===== src/rtl/mips_pkg.sv =====
// rtl/mips_pkg.sv - shared encodings and helpers for the MIPS pipeline
package mips_pkg;

    localparam int DATA_W = 32;
    localparam logic [4:0] REG_ZERO = 5'd0;

    typedef enum logic [1:0] {
        RES_ALU  = 2'd0,
        RES_LOAD = 2'd1,
        RES_LINK = 2'd2,
        RES_RSVD = 2'd3
    } resSel_t;

    typedef enum logic [1:0] {
        LS_BYTE = 2'd0,
        LS_HALF = 2'd1,
        LS_WORD = 2'd2,
        LS_RSVD = 2'd3
    } loadSize_t;

    // Halfwords need an even address; words and the reserved size need a word address.
    function automatic logic isMisaligned(input logic [1:0] size, input logic [1:0] addrLow);
        logic mis;
        case (size)
            LS_BYTE: mis = 1'b0;
            LS_HALF: mis = addrLow[0];
            default: mis = (addrLow != 2'b00);
        endcase
        return mis;
    endfunction

endpackage


===== src/rtl/writeback_unit_if.sv =====
// rtl/writeback_unit_if.sv - MEM to WB retiring-instruction handshake bundle
interface writeback_unit_if;

    logic                        InValid;
    logic                        InReady;
    logic                        InRegWrite;
    logic [4:0]                  InDestReg;
    logic [1:0]                  InResultSel;
    logic [mips_pkg::DATA_W-1:0] InAluResult;
    logic [mips_pkg::DATA_W-1:0] InPcPlus4;
    logic [1:0]                  InLoadSize;
    logic                        InLoadSigned;

    modport master (
        output InValid, InRegWrite, InDestReg, InResultSel,
               InAluResult, InPcPlus4, InLoadSize, InLoadSigned,
        input  InReady
    );

    modport slave (
        input  InValid, InRegWrite, InDestReg, InResultSel,
               InAluResult, InPcPlus4, InLoadSize, InLoadSigned,
        output InReady
    );

endinterface


===== src/rtl/writeback_unit_align.sv =====
// rtl/writeback_unit_align.sv - picks the addressed byte/half lane of a load word and extends it
module load_align
    import mips_pkg::*;
(
    input  logic [DATA_W-1:0] word,
    input  logic [1:0]        addrLow,
    input  logic [1:0]        size,
    input  logic              signedExt,
    output logic [DATA_W-1:0] value
);

    logic [7:0]  byteLane;
    logic [15:0] halfLane;

    // Little-endian lane select followed by zero or sign extension to the register width
    always_comb begin
        byteLane = word[{addrLow, 3'b000} +: 8];
        halfLane = addrLow[1] ? word[31:16] : word[15:0];
        case (size)
            LS_BYTE: value = {{24{signedExt & byteLane[7]}}, byteLane};
            LS_HALF: value = {{16{signedExt & halfLane[15]}}, halfLane};
            default: value = word;
        endcase
    end

endmodule


===== src/rtl/writeback_unit.sv =====
// rtl/writeback_unit.sv - WB stage: result select, load wait/align, register write port
module writeback_unit
    import mips_pkg::*;
#(
    parameter int LOAD_LAT_MAX = 15
) (
    input  logic              clk,
    input  logic              rst_n,
    writeback_unit_if.slave   inBus,
    input  logic              Flush,
    input  logic              MemRspValid,
    input  logic [DATA_W-1:0] MemRspData,
    output logic [DATA_W-1:0] WriteData,
    output logic [4:0]        WriteReg,
    output logic              RegWriteActive,
    output logic              PendValid,
    output logic [4:0]        PendReg,
    output logic              AlignErr,
    output logic              LoadTimeout,
    output logic [15:0]       RetiredCount
);

    localparam int WdW = $clog2(LOAD_LAT_MAX + 1);

    typedef enum logic {IDLE, WAIT_LOAD} state_t;

    state_t            state;
    logic [1:0]        ldAddrLow;
    logic [1:0]        ldSize;
    logic              ldSigned;
    logic              ldRegWrite;
    logic [WdW-1:0]    watchdog;
    logic [WdW-1:0]    wdNext;
    logic              accept;
    logic              isLoad;
    logic [DATA_W-1:0] loadValue;
    logic [DATA_W-1:0] nonLoadValue;

    assign inBus.InReady = (state == IDLE) & ~Flush;
    assign accept        = inBus.InValid & inBus.InReady;
    assign isLoad        = (inBus.InResultSel == RES_LOAD);
    assign wdNext        = watchdog + 1'b1;
    assign nonLoadValue  = (inBus.InResultSel == RES_LINK) ? inBus.InPcPlus4 : inBus.InAluResult;

    load_align uAlign (
        .word      (MemRspData),
        .addrLow   (ldAddrLow),
        .size      (ldSize),
        .signedExt (ldSigned),
        .value     (loadValue)
    );

    // Stage FSM: registered write port, load tracking, watchdog and retire counter
    always_ff @(posedge clk or negedge rst_n) begin
        if (!rst_n) begin
            state          <= IDLE;
            WriteData      <= '0;
            WriteReg       <= REG_ZERO;
            RegWriteActive <= 1'b0;
            PendValid      <= 1'b0;
            PendReg        <= REG_ZERO;
            AlignErr       <= 1'b0;
            LoadTimeout    <= 1'b0;
            RetiredCount   <= '0;
            watchdog       <= '0;
            ldAddrLow      <= '0;
            ldSize         <= '0;
            ldSigned       <= 1'b0;
            ldRegWrite     <= 1'b0;
        end else begin
            RegWriteActive <= 1'b0;
            AlignErr       <= 1'b0;
            LoadTimeout    <= 1'b0;
            case (state)
                IDLE: begin
                    if (accept && isLoad) begin
                        ldAddrLow  <= inBus.InAluResult[1:0];
                        ldSize     <= inBus.InLoadSize;
                        ldSigned   <= inBus.InLoadSigned;
                        ldRegWrite <= inBus.InRegWrite;
                        if (isMisaligned(inBus.InLoadSize, inBus.InAluResult[1:0])) begin
                            AlignErr     <= 1'b1;
                            RetiredCount <= RetiredCount + 16'd1;
                        end else begin
                            state     <= WAIT_LOAD;
                            PendValid <= 1'b1;
                            PendReg   <= inBus.InDestReg;
                            watchdog  <= '0;
                        end
                    end else if (accept) begin
                        RetiredCount <= RetiredCount + 16'd1;
                        if (inBus.InRegWrite && (inBus.InDestReg != REG_ZERO)) begin
                            RegWriteActive <= 1'b1;
                            WriteReg       <= inBus.InDestReg;
                            WriteData      <= nonLoadValue;
                        end
                    end
                end
                WAIT_LOAD: begin
                    if (Flush) begin
                        state     <= IDLE;
                        PendValid <= 1'b0;
                    end else if (MemRspValid) begin
                        state        <= IDLE;
                        PendValid    <= 1'b0;
                        RetiredCount <= RetiredCount + 16'd1;
                        if (ldRegWrite && (PendReg != REG_ZERO)) begin
                            RegWriteActive <= 1'b1;
                            WriteReg       <= PendReg;
                            WriteData      <= loadValue;
                        end
                    end else if (wdNext == WdW'(LOAD_LAT_MAX)) begin
                        state       <= IDLE;
                        PendValid   <= 1'b0;
                        LoadTimeout <= 1'b1;
                    end else begin
                        watchdog <= wdNext;
                    end
                end
                default: state <= IDLE;
            endcase
        end
    end

endmodule


===== src/flat_wrapper.sv =====
// flat-port wrapper written by rule: the top's interface ports become plain ports
module writeback_unit_flat import mips_pkg::*;
#(
    parameter int LOAD_LAT_MAX = 15
)
  (clk, rst_n, Flush, MemRspValid, MemRspData, WriteData, WriteReg, RegWriteActive, PendValid, PendReg, AlignErr, LoadTimeout, RetiredCount, inBus_InValid, inBus_InRegWrite, inBus_InDestReg, inBus_InResultSel, inBus_InAluResult, inBus_InPcPlus4, inBus_InLoadSize, inBus_InLoadSigned, inBus_InReady);
  writeback_unit_if inBus_i ();
  input  logic clk;
  input  logic rst_n;
  input  logic Flush;
  input  logic MemRspValid;
  input  logic [DATA_W-1:0] MemRspData;
  output logic [DATA_W-1:0] WriteData;
  output logic [4:0] WriteReg;
  output logic RegWriteActive;
  output logic PendValid;
  output logic [4:0] PendReg;
  output logic AlignErr;
  output logic LoadTimeout;
  output logic [15:0] RetiredCount;
  input wire logic [$bits(inBus_i.InValid)-1:0] inBus_InValid;
  input wire logic [$bits(inBus_i.InRegWrite)-1:0] inBus_InRegWrite;
  input wire logic [$bits(inBus_i.InDestReg)-1:0] inBus_InDestReg;
  input wire logic [$bits(inBus_i.InResultSel)-1:0] inBus_InResultSel;
  input wire logic [$bits(inBus_i.InAluResult)-1:0] inBus_InAluResult;
  input wire logic [$bits(inBus_i.InPcPlus4)-1:0] inBus_InPcPlus4;
  input wire logic [$bits(inBus_i.InLoadSize)-1:0] inBus_InLoadSize;
  input wire logic [$bits(inBus_i.InLoadSigned)-1:0] inBus_InLoadSigned;
  output wire logic [$bits(inBus_i.InReady)-1:0] inBus_InReady;
  assign inBus_i.InValid = inBus_InValid;
  assign inBus_i.InRegWrite = inBus_InRegWrite;
  assign inBus_i.InDestReg = inBus_InDestReg;
  assign inBus_i.InResultSel = inBus_InResultSel;
  assign inBus_i.InAluResult = inBus_InAluResult;
  assign inBus_i.InPcPlus4 = inBus_InPcPlus4;
  assign inBus_i.InLoadSize = inBus_InLoadSize;
  assign inBus_i.InLoadSigned = inBus_InLoadSigned;
  assign inBus_InReady = inBus_i.InReady;
  writeback_unit #(.LOAD_LAT_MAX(LOAD_LAT_MAX)) u_core (.clk(clk), .rst_n(rst_n), .inBus(inBus_i), .Flush(Flush), .MemRspValid(MemRspValid), .MemRspData(MemRspData), .WriteData(WriteData), .WriteReg(WriteReg), .RegWriteActive(RegWriteActive), .PendValid(PendValid), .PendReg(PendReg), .AlignErr(AlignErr), .LoadTimeout(LoadTimeout), .RetiredCount(RetiredCount));
endmodule

===== config.mk =====
export PLATFORM = sky130hd
export DESIGN_NAME = writeback_unit_flat
export DESIGN_NICKNAME = d
export VERILOG_FILES = /design/src/rtl/mips_pkg.sv /design/src/rtl/writeback_unit_if.sv /design/src/rtl/writeback_unit_align.sv /design/src/rtl/writeback_unit.sv /design/src/flat_wrapper.sv
export SDC_FILE = /design/constraint.sdc
export NUM_CORES = 1
export LEC_CHECK = 0
export BUFFER_PORTS_ARGS = -buffer_cell sky130_fd_sc_hd__buf_2
export CAP_MARGIN = 25
export CORE_MARGIN = 5
export CORE_UTILIZATION = 50
export CTS_BUF_LIST = sky130_fd_sc_hd__clkbuf_8
export CTS_CLUSTER_DIAMETER = 200
export DETAILED_ROUTE_END_ITERATION = 10
export PLACE_DENSITY = 0.81
export SLEW_MARGIN = 25
export SYNTH_ARGS = -nofsm -noshare
export SYNTH_HDL_FRONTEND = slang
export SYNTH_SLANG_ARGS = --single-unit
export TNS_END_PERCENT = 50

===== constraint.sdc =====
create_clock -name clk -period 2.3 [get_ports clk]
set_clock_uncertainty 0.2 [all_clocks]
set_input_delay 0.46 -clock clk [delete_from_list [all_inputs] [get_ports clk]]
set_output_delay 0.46 -clock clk [all_outputs]
set_load 0.005 [all_outputs]

==> results.sh, run 1 <==
export IMPL_outcome="completed"
export IMPL_syn_avg_cell_area_sq_um=10.56
export IMPL_final_layout_size_suffix_gt1_share_pct=45.47
export IMPL_fin_crit_sh_pct=94.07
export IMPL_setup_violations=0
export IMPL_drt_iter0_markers=250
export IMPL_syn_to_final_growth_pct=28.35
export IMPL_fin_crit_ps=2164
export IMPL_netlist_instances=433
export IMPL_synthXorXnorAreaFrac_pct=2.874
export IMPL_rsz0062_at_grt="false"
export IMPL_crit_required_ps=2330
export IMPL_slew_headroom_pct=63.50
export IMPL_p_total_mw=4.160
export IMPL_cp_top_family="simple AND/OR/NAND/NOR gates"
export IMPL_viasPerCell=5.924
export IMPL_synth_top_area_share_pct=39.96
export IMPL_drc=0
export IMPL_max_clock_freq_ghz=0.4622
export IMPL_arrival_ps=2190
export IMPL_wl_per_cell_um=19.40
export IMPL_syn_num_nets=548
export IMPL_ys_top_cells_by_area="dfrtp_1, mux2_2, mux2i_1, mux2_4, and3b_1"
export IMPL_routed_wl_mm=14.09
export IMPL_dieArea_sq_mm=0.01116
export IMPL_clk_path_buf_depth=2
export IMPL_drv_slew=0
export IMPL_synth_main_ff_cell="dfrtp_1"
export IMPL_synth_edf_count=0
export IMPL_first_pass_iters=5
export IMPL_synth_area_sq_mm=0.004572
export IMPL_cts_buffers=9
export IMPL_path_cells="or4_1 -> o21ai_0 -> nand2_2 -> buf_12 -> mux2_4"
export IMPL_synth_compound_area_share_pct=13.46
export IMPL_initial_core_util_pct=51.92
export IMPL_cp_end_kind="register"
export IMPL_ys_top_cells_by_count="dfrtp_1, mux2_2, nand2_1"
export IMPL_placementRows=34
export IMPL_place_congestion=0.9451
export IMPL_clkLatencyLatePin_ps=340
export IMPL_num_fill_cells=743
export IMPL_startpoint_type="register"
export IMPL_ir_drop_mv=0.5205
export IMPL_pre_cts_ws_ps=-28.34
export IMPL_hold_class="input port to register"
export IMPL_coreArea_sq_mm=0.008806
export IMPL_nNetsFinal=728
export IMPL_antenna_found_initial=0
export IMPL_synthAdderAreaFrac_pct=0.8210
export IMPL_synth_top_family_by_area="multiplexers"
export IMPL_p_leak_nw=2.900
export IMPL_crit_buf_inv=1
export IMPL_cts_num_sinks=73
export IMPL_synth_seq_area_share_pct=39.96
export IMPL_grt_pass1_wl_mm=22.60
export IMPL_muxShareOfSynthArea_pct=21.98
export IMPL_worst_slew_pin_slew_ps=547.5
export IMPL_fin_ws_ps=136.5
export IMPL_gr_total_overflow=0
export IMPL_final_antenna_net_count=0
export IMPL_power_density_mw_per_mm2=708.9
export IMPL_synth_most_common_cell="dfrtp_1"
export IMPL_worstPathMaxFanout=37
export IMPL_crit_type="register to register"
export IMPL_insertedDiodeCount=0
export IMPL_whs_ps=160.6
export IMPL_synth_distinct_cells=48
export IMPL_cp_slowest_cell="or4_1"
export IMPL_place_hpwl_mm=10.90
export IMPL_dieWidth_um=105.6
export IMPL_clk_pin_slew_worst_paths_ps=80
export IMPL_grt_max_degree=43
export IMPL_hold_viol_final=0
export IMPL_ioPinCount=175
export IMPL_cts_root_buffer_cell="clkbuf_8"
export IMPL_htree_levels=3
export IMPL_port_buffers=174
export IMPL_grt_pass1_vias=4439
export IMPL_die_h_um=105.6
export IMPL_maxCapViolCount=0
export IMPL_yosys_warnings=0
export IMPL_synth_async_reset_ratio_pct=100.0
export IMPL_vias=4301
export IMPL_cts_resized=0
export IMPL_globalRouteTotalUtil_pct=25.14
export IMPL_cp_slowest_stage_delay_ps=510
export IMPL_cts_tree="yes"
export IMPL_synth_simple_area_share_pct=16.53
export IMPL_synth_seq_cells=73
export IMPL_yosys_area_top_type="dfrtp_1"
-- worst paths after layout --
check                                                     from                                  end  slack, ps  depth (start not counted)
setup / recovery                 u_core.PendReg[2]$_DFFE_PN0P_     u_core.WriteData[24]$_DFFE_PN0P_        140                          5
hold / removal                              inBus_InLoadSigned          u_core.ldSigned$_DFFE_PN0P_        160                          2
setup reg to reg                 u_core.PendReg[2]$_DFFE_PN0P_     u_core.WriteData[24]$_DFFE_PN0P_        140                          5
hold reg to reg            u_core.RetiredCount[15]$_DFFE_PN0P_  u_core.RetiredCount[15]$_DFFE_PN0P_        270                          1
max in group asynchronous                                rst_n   u_core.RetiredCount[0]$_DFFE_PN0P_        820                          3
min in group asynchronous                                rst_n     u_core.WriteData[29]$_DFFE_PN0P_        450                          2
-- worst reg2reg max path: stages (launching register included) --
cell and delay, ps:
dfrtp_1 410, or4_1 510, o21ai_0 260, nand2_2 120
buf_12 200, mux2_4 350
-- repair_timing --
item                      in CTS  in global routing
buffers inserted               0                  0
hold endpoints to repair      39                  0
hold buffers                   1                  0
-- flip-flops by register name, summed over array words and instances (netlist names), 2 cells and up --
register             cells
u_core.watchdog          4
u_core.ldAddrLow         2
u_core.RetiredCount     16
u_core.PendReg           5
u_core.ldSize            2
u_core.WriteReg          5
u_core.WriteData        32
-- cells in the final DEF (no fill, tap or decap), types with 11 or more instances in the layout --
| master | n |
|---|---|
| a211oi_1 | 16 |
| a41oi_1 | 16 |
| and3b_1 | 18 |
| buf_2 | 173 |
| buf_4 | 23 |
| dfrtp_1 | 72 |
| inv_1 | 15 |
| mux2_2 | 47 |
| mux2_4 | 11 |
| mux2i_1 | 31 |
| nand2_1 | 33 |
| nand2b_1 | 11 |
| nand3_1 | 13 |
| nor2_1 | 12 |
| xnor2_1 | 12 |
-- layout make-up --
class | count | area, sq um | area share (%)
well taps | 108 | 135.1 | 2.303
flip-flops and latches | 73 | 1828 | 31.15
multi-input cells | 315 | 2547 | 43.41
clock inverters | 6 | 58.81 | 1.002
inverters | 14 | 52.55 | 0.8955
repair buffers | 200 | 1109 | 18.89
clock buffers | 10 | 137.6 | 2.345
-- through the flow --
| stage | instance area [sq um] | instances | util, % | setup TNS [ps] |
|---|---|---|---|---|
| floorplan | 4572 | 433 | - | 0 |
| global placement | 5662 | 709 | 64.29 | 0 |
| detailed placement | 5662 | 709 | 64.29 | -243.7 |
| CTS | 5868 | 726 | 66.64 | 0 |
| global route | 5868 | 726 | 66.64 | 0 |
| finish | 5868 | 726 | 66.64 | 0 |
-- routing by layer --
layer,track usage [%],wire length [um],vias up
met5,0,0,-
met4,9.528,323,0
met3,6.051,1351,26
met2,42.49,6785,223
met1,31.22,5627,2071
li1,-,-,1981
-- power by group --
part | switching, mW | internal [mW]
clock | 0.483 | 0.523
sequential | 0.249 | 1.57
combinational | 0.626 | 0.710
-- cell families (layout without fill, tap and decap cells) --
kind of cell    Yosys count  in the layout
simple gates            129            129
buf+inv                  45            230
xor+xnor                 15             15
compound gates           79             79
fa+ha+maj                 3              3
mux                      89             89
flops                    73             73
Note: power is estimated with default switching activity, not from simulation.
==> run 2: changes to the inputs <==
- CORE_ASPECT_RATIO: unset -> 0.7
==> run 2 against run 1 <==
Compared with the run above:
- clock-buffer cell count unchanged
- global-route usage decreased by 0.20 points
- power increased by 0.19%
- cell count increased by 1.7%
- first-iteration DRC count increased by 47%
- critical path type unchanged
- flip-flop and latch count unchanged
- core utilization decreased by 1.3 points
- largest power group unchanged
- die area increased by 0.27%
- sequential share of layout area about the same
- highest routed layer is now met5
==> results.sh, run 2 (same netlist as run 1, synthesis figures left out) <==
export IMPL_outcome="completed"
export IMPL_port_buffers=174
export IMPL_whs_ps=142.8
export IMPL_worstPathMaxFanout=34
export IMPL_dieWidth_um=124.3
export IMPL_cts_root_buffer_cell="clkbuf_8"
export IMPL_cp_end_kind="register"
export IMPL_largestRegisters="u_core.WriteData: 32 flops, u_core.RetiredCount: 16 flops"
export IMPL_dieArea_sq_mm=0.01119
export IMPL_slew_headroom_pct=67.79
export IMPL_syn_to_final_growth_pct=28.52
export IMPL_place_area_sq_mm=0.005664
export IMPL_p_switching_mw=1.370
export IMPL_p_comb_share_pct=32.0
export IMPL_cp_slowest_stage_delay_ps=530
export IMPL_cts_tree="yes"
export IMPL_antenna_found_initial=2
export IMPL_rr_endpoint="u_core.WriteData[0]$_DFFE_PN0P_"
export IMPL_cts_num_sinks=73
export IMPL_clkLatencyLatePin_ps=350
export IMPL_ioPinCount=175
export IMPL_final_util_pct=65.29
export IMPL_ir_drop_mv=0.4497
export IMPL_seq_power_share_pct=43.8
export IMPL_r2r_start="u_core.PendReg[1]$_DFFE_PN0P_"
export IMPL_regMostFlops="u_core.WriteData"
export IMPL_max_clock_freq_ghz=0.4692
export IMPL_wl_per_cell_um=19.09
export IMPL_place_hpwl_mm=10.88
export IMPL_min_to="u_core.ldSigned$_DFFE_PN0P_"
export IMPL_place_congestion=0.8589
export IMPL_drc=0
export IMPL_largest_register_ffs=32
export IMPL_nNetsFinal=724
export IMPL_routed_wl_mm=14.09
export IMPL_placementRows=29
export IMPL_fin_crit_sh_pct=92.67
export IMPL_power_density_mw_per_mm2=709.4
export IMPL_regArea_sq_mm=0.001828
export IMPL_final_antenna_net_count=0
export IMPL_grt_max_degree=43
export IMPL_viasPerCell=5.760
export IMPL_clockPowerShare_pct=24.2
export IMPL_grt_pass1_vias=4236
export IMPL_final_cell_mix="buf_2, dfrtp_1, mux2_2"
export IMPL_grt_pass1_wl_mm=22.78
export IMPL_clk_path_buf_depth=2
export IMPL_final_layout_size_suffix_gt1_share_pct=45.28
export IMPL_rrSetupSlack_ps=170
export IMPL_globalRouteTotalUtil_pct=24.94
export IMPL_drt_iter0_markers=367
export IMPL_r2r_cells=6
export IMPL_final_cell_area_sq_mm=0.005876
export IMPL_cp_slowest_cell="or4_1"
export IMPL_vias=4251
export IMPL_gr_total_overflow=0
export IMPL_fin_crit_ps=2131
export IMPL_clk_pin_slew_worst_paths_ps=80
export IMPL_first_pass_iters=7
export IMPL_p_int_mw=2.798
export IMPL_setup_violations=0
export IMPL_setup_tns_ps=0
export IMPL_htree_levels=3
export IMPL_maxCapViolCount=0
export IMPL_drv_slew=0
export IMPL_cts_buffers=9
export IMPL_crit_type="register to register"
export IMPL_layout_commonest_cell="buf_2"
export IMPL_swShare_pct=32.87
export IMPL_num_fill_cells=752
export IMPL_coreArea_sq_mm=0.008999
export IMPL_startpoint_type="register"
export IMPL_multiInputGateArea_sq_mm=0.002552
export IMPL_path_cells="or4_1 -> o21ai_1 -> nand2_2 -> buf_12 -> buf_4 -> mux2i_1"
export IMPL_p_leak_nw=2.886
export IMPL_die_h_um=90.01
export IMPL_crit_required_ps=2330
export IMPL_critical_path_startpoint="u_core.PendReg[1]$_DFFE_PN0P_"
export IMPL_post_cts_buffers=0
export IMPL_rsz0062_at_grt="false"
export IMPL_hold_viol_final=0
export IMPL_initial_core_util_pct=50.81
export IMPL_worst_slew_pin_slew_ps=478.1
export IMPL_arrival_ps=2160
export IMPL_min_delay_start="inBus_InLoadSigned"
export IMPL_hold_class="input port to register"
export IMPL_insertedDiodeCount=0
export IMPL_p_total_mw=4.168
export IMPL_whs_path_depth=2
run 2: changes by cell type in the layout (fill, tap and decap cells not counted):
cell / previous run / this run
buf_12: 3 / 4
o21ai_1: 0 / 1
nor3b_1: 6 / 5
buf_4: 23 / 18
nor3b_2: 0 / 1
o21ai_0: 6 / 5
run 2: final cells by class:
type                    count  area share [%]
well taps                 124           2.641
clock inverters             6           1.001
inverters                  14          0.8944
multi-input cells         315           43.44
flip-flops and latches     73           31.11
clock buffers              10           2.342
repair buffers            196           18.57
run 2: what timing repair did:
action,CTS,global route
hold endpoints to repair,32,0
endpoints found under the setup margin,0,4
hold buffers,1,0
gates resized for setup,0,2
run 2: how the worst max path moves through the flow:
| stage | slack (ps) | endpoint |
|---|---|---|
| 2_1_floorplan | 120 | u_core.WriteData[21]$_DFFE_PN0P_ |
| 3_3_place_gp | -20 | u_core.WriteData[26]$_DFFE_PN0P_ |
| 3_5_place_dp | -90 | u_core.WriteData[7]$_DFFE_PN0P_ |
| 4_1_cts | 100 | u_core.WriteData[4]$_DFFE_PN0P_ |
| 5_1_grt | 90 | u_core.WriteData[2]$_DFFE_PN0P_ |
| 6_report | 170 | u_core.WriteData[0]$_DFFE_PN0P_ |
run 2: layer usage:
metal	global-route usage [%]	share of wire, %	routed length [um]
met5	0	0.099	14
met4	4.288	0.82	115
met3	7.642	7.9	1115
met2	38.04	46	6489
met1	35.51	45	6350
run 2: power by group through the flow:
| stage | clock network (mW) | logic [mW] | registers [mW] |
|---|---|---|---|
| finish | 1.01 | 1.34 | 1.82 |
| global route | 1.10 | 1.47 | 1.87 |
| CTS | 1.04 | 1.34 | 1.82 |
| detailed placement | 0 | 1.33 | 1.84 |
| global placement | 0 | 1.29 | 1.82 |
| floorplan | 0 | 0.739 | 1.80 |
run 2: through the flow:
step	std cells	setup WS (ps)
2_1_floorplan	433	117.5
3_3_place_gp	721	-20.66
3_5_place_dp	721	-90.15
4_1_cts	738	104.7
5_1_grt	738	91.60
6_report	738	168.5
run 2: critical path: cells and delay by family (launching register included):
family	cells	cell delay, ps
and+or+nand+nor	2	630
muxes	1	120
DFF	1	420
AOI/OAI and AO/OA	1	220
buffers and inverters	2	390
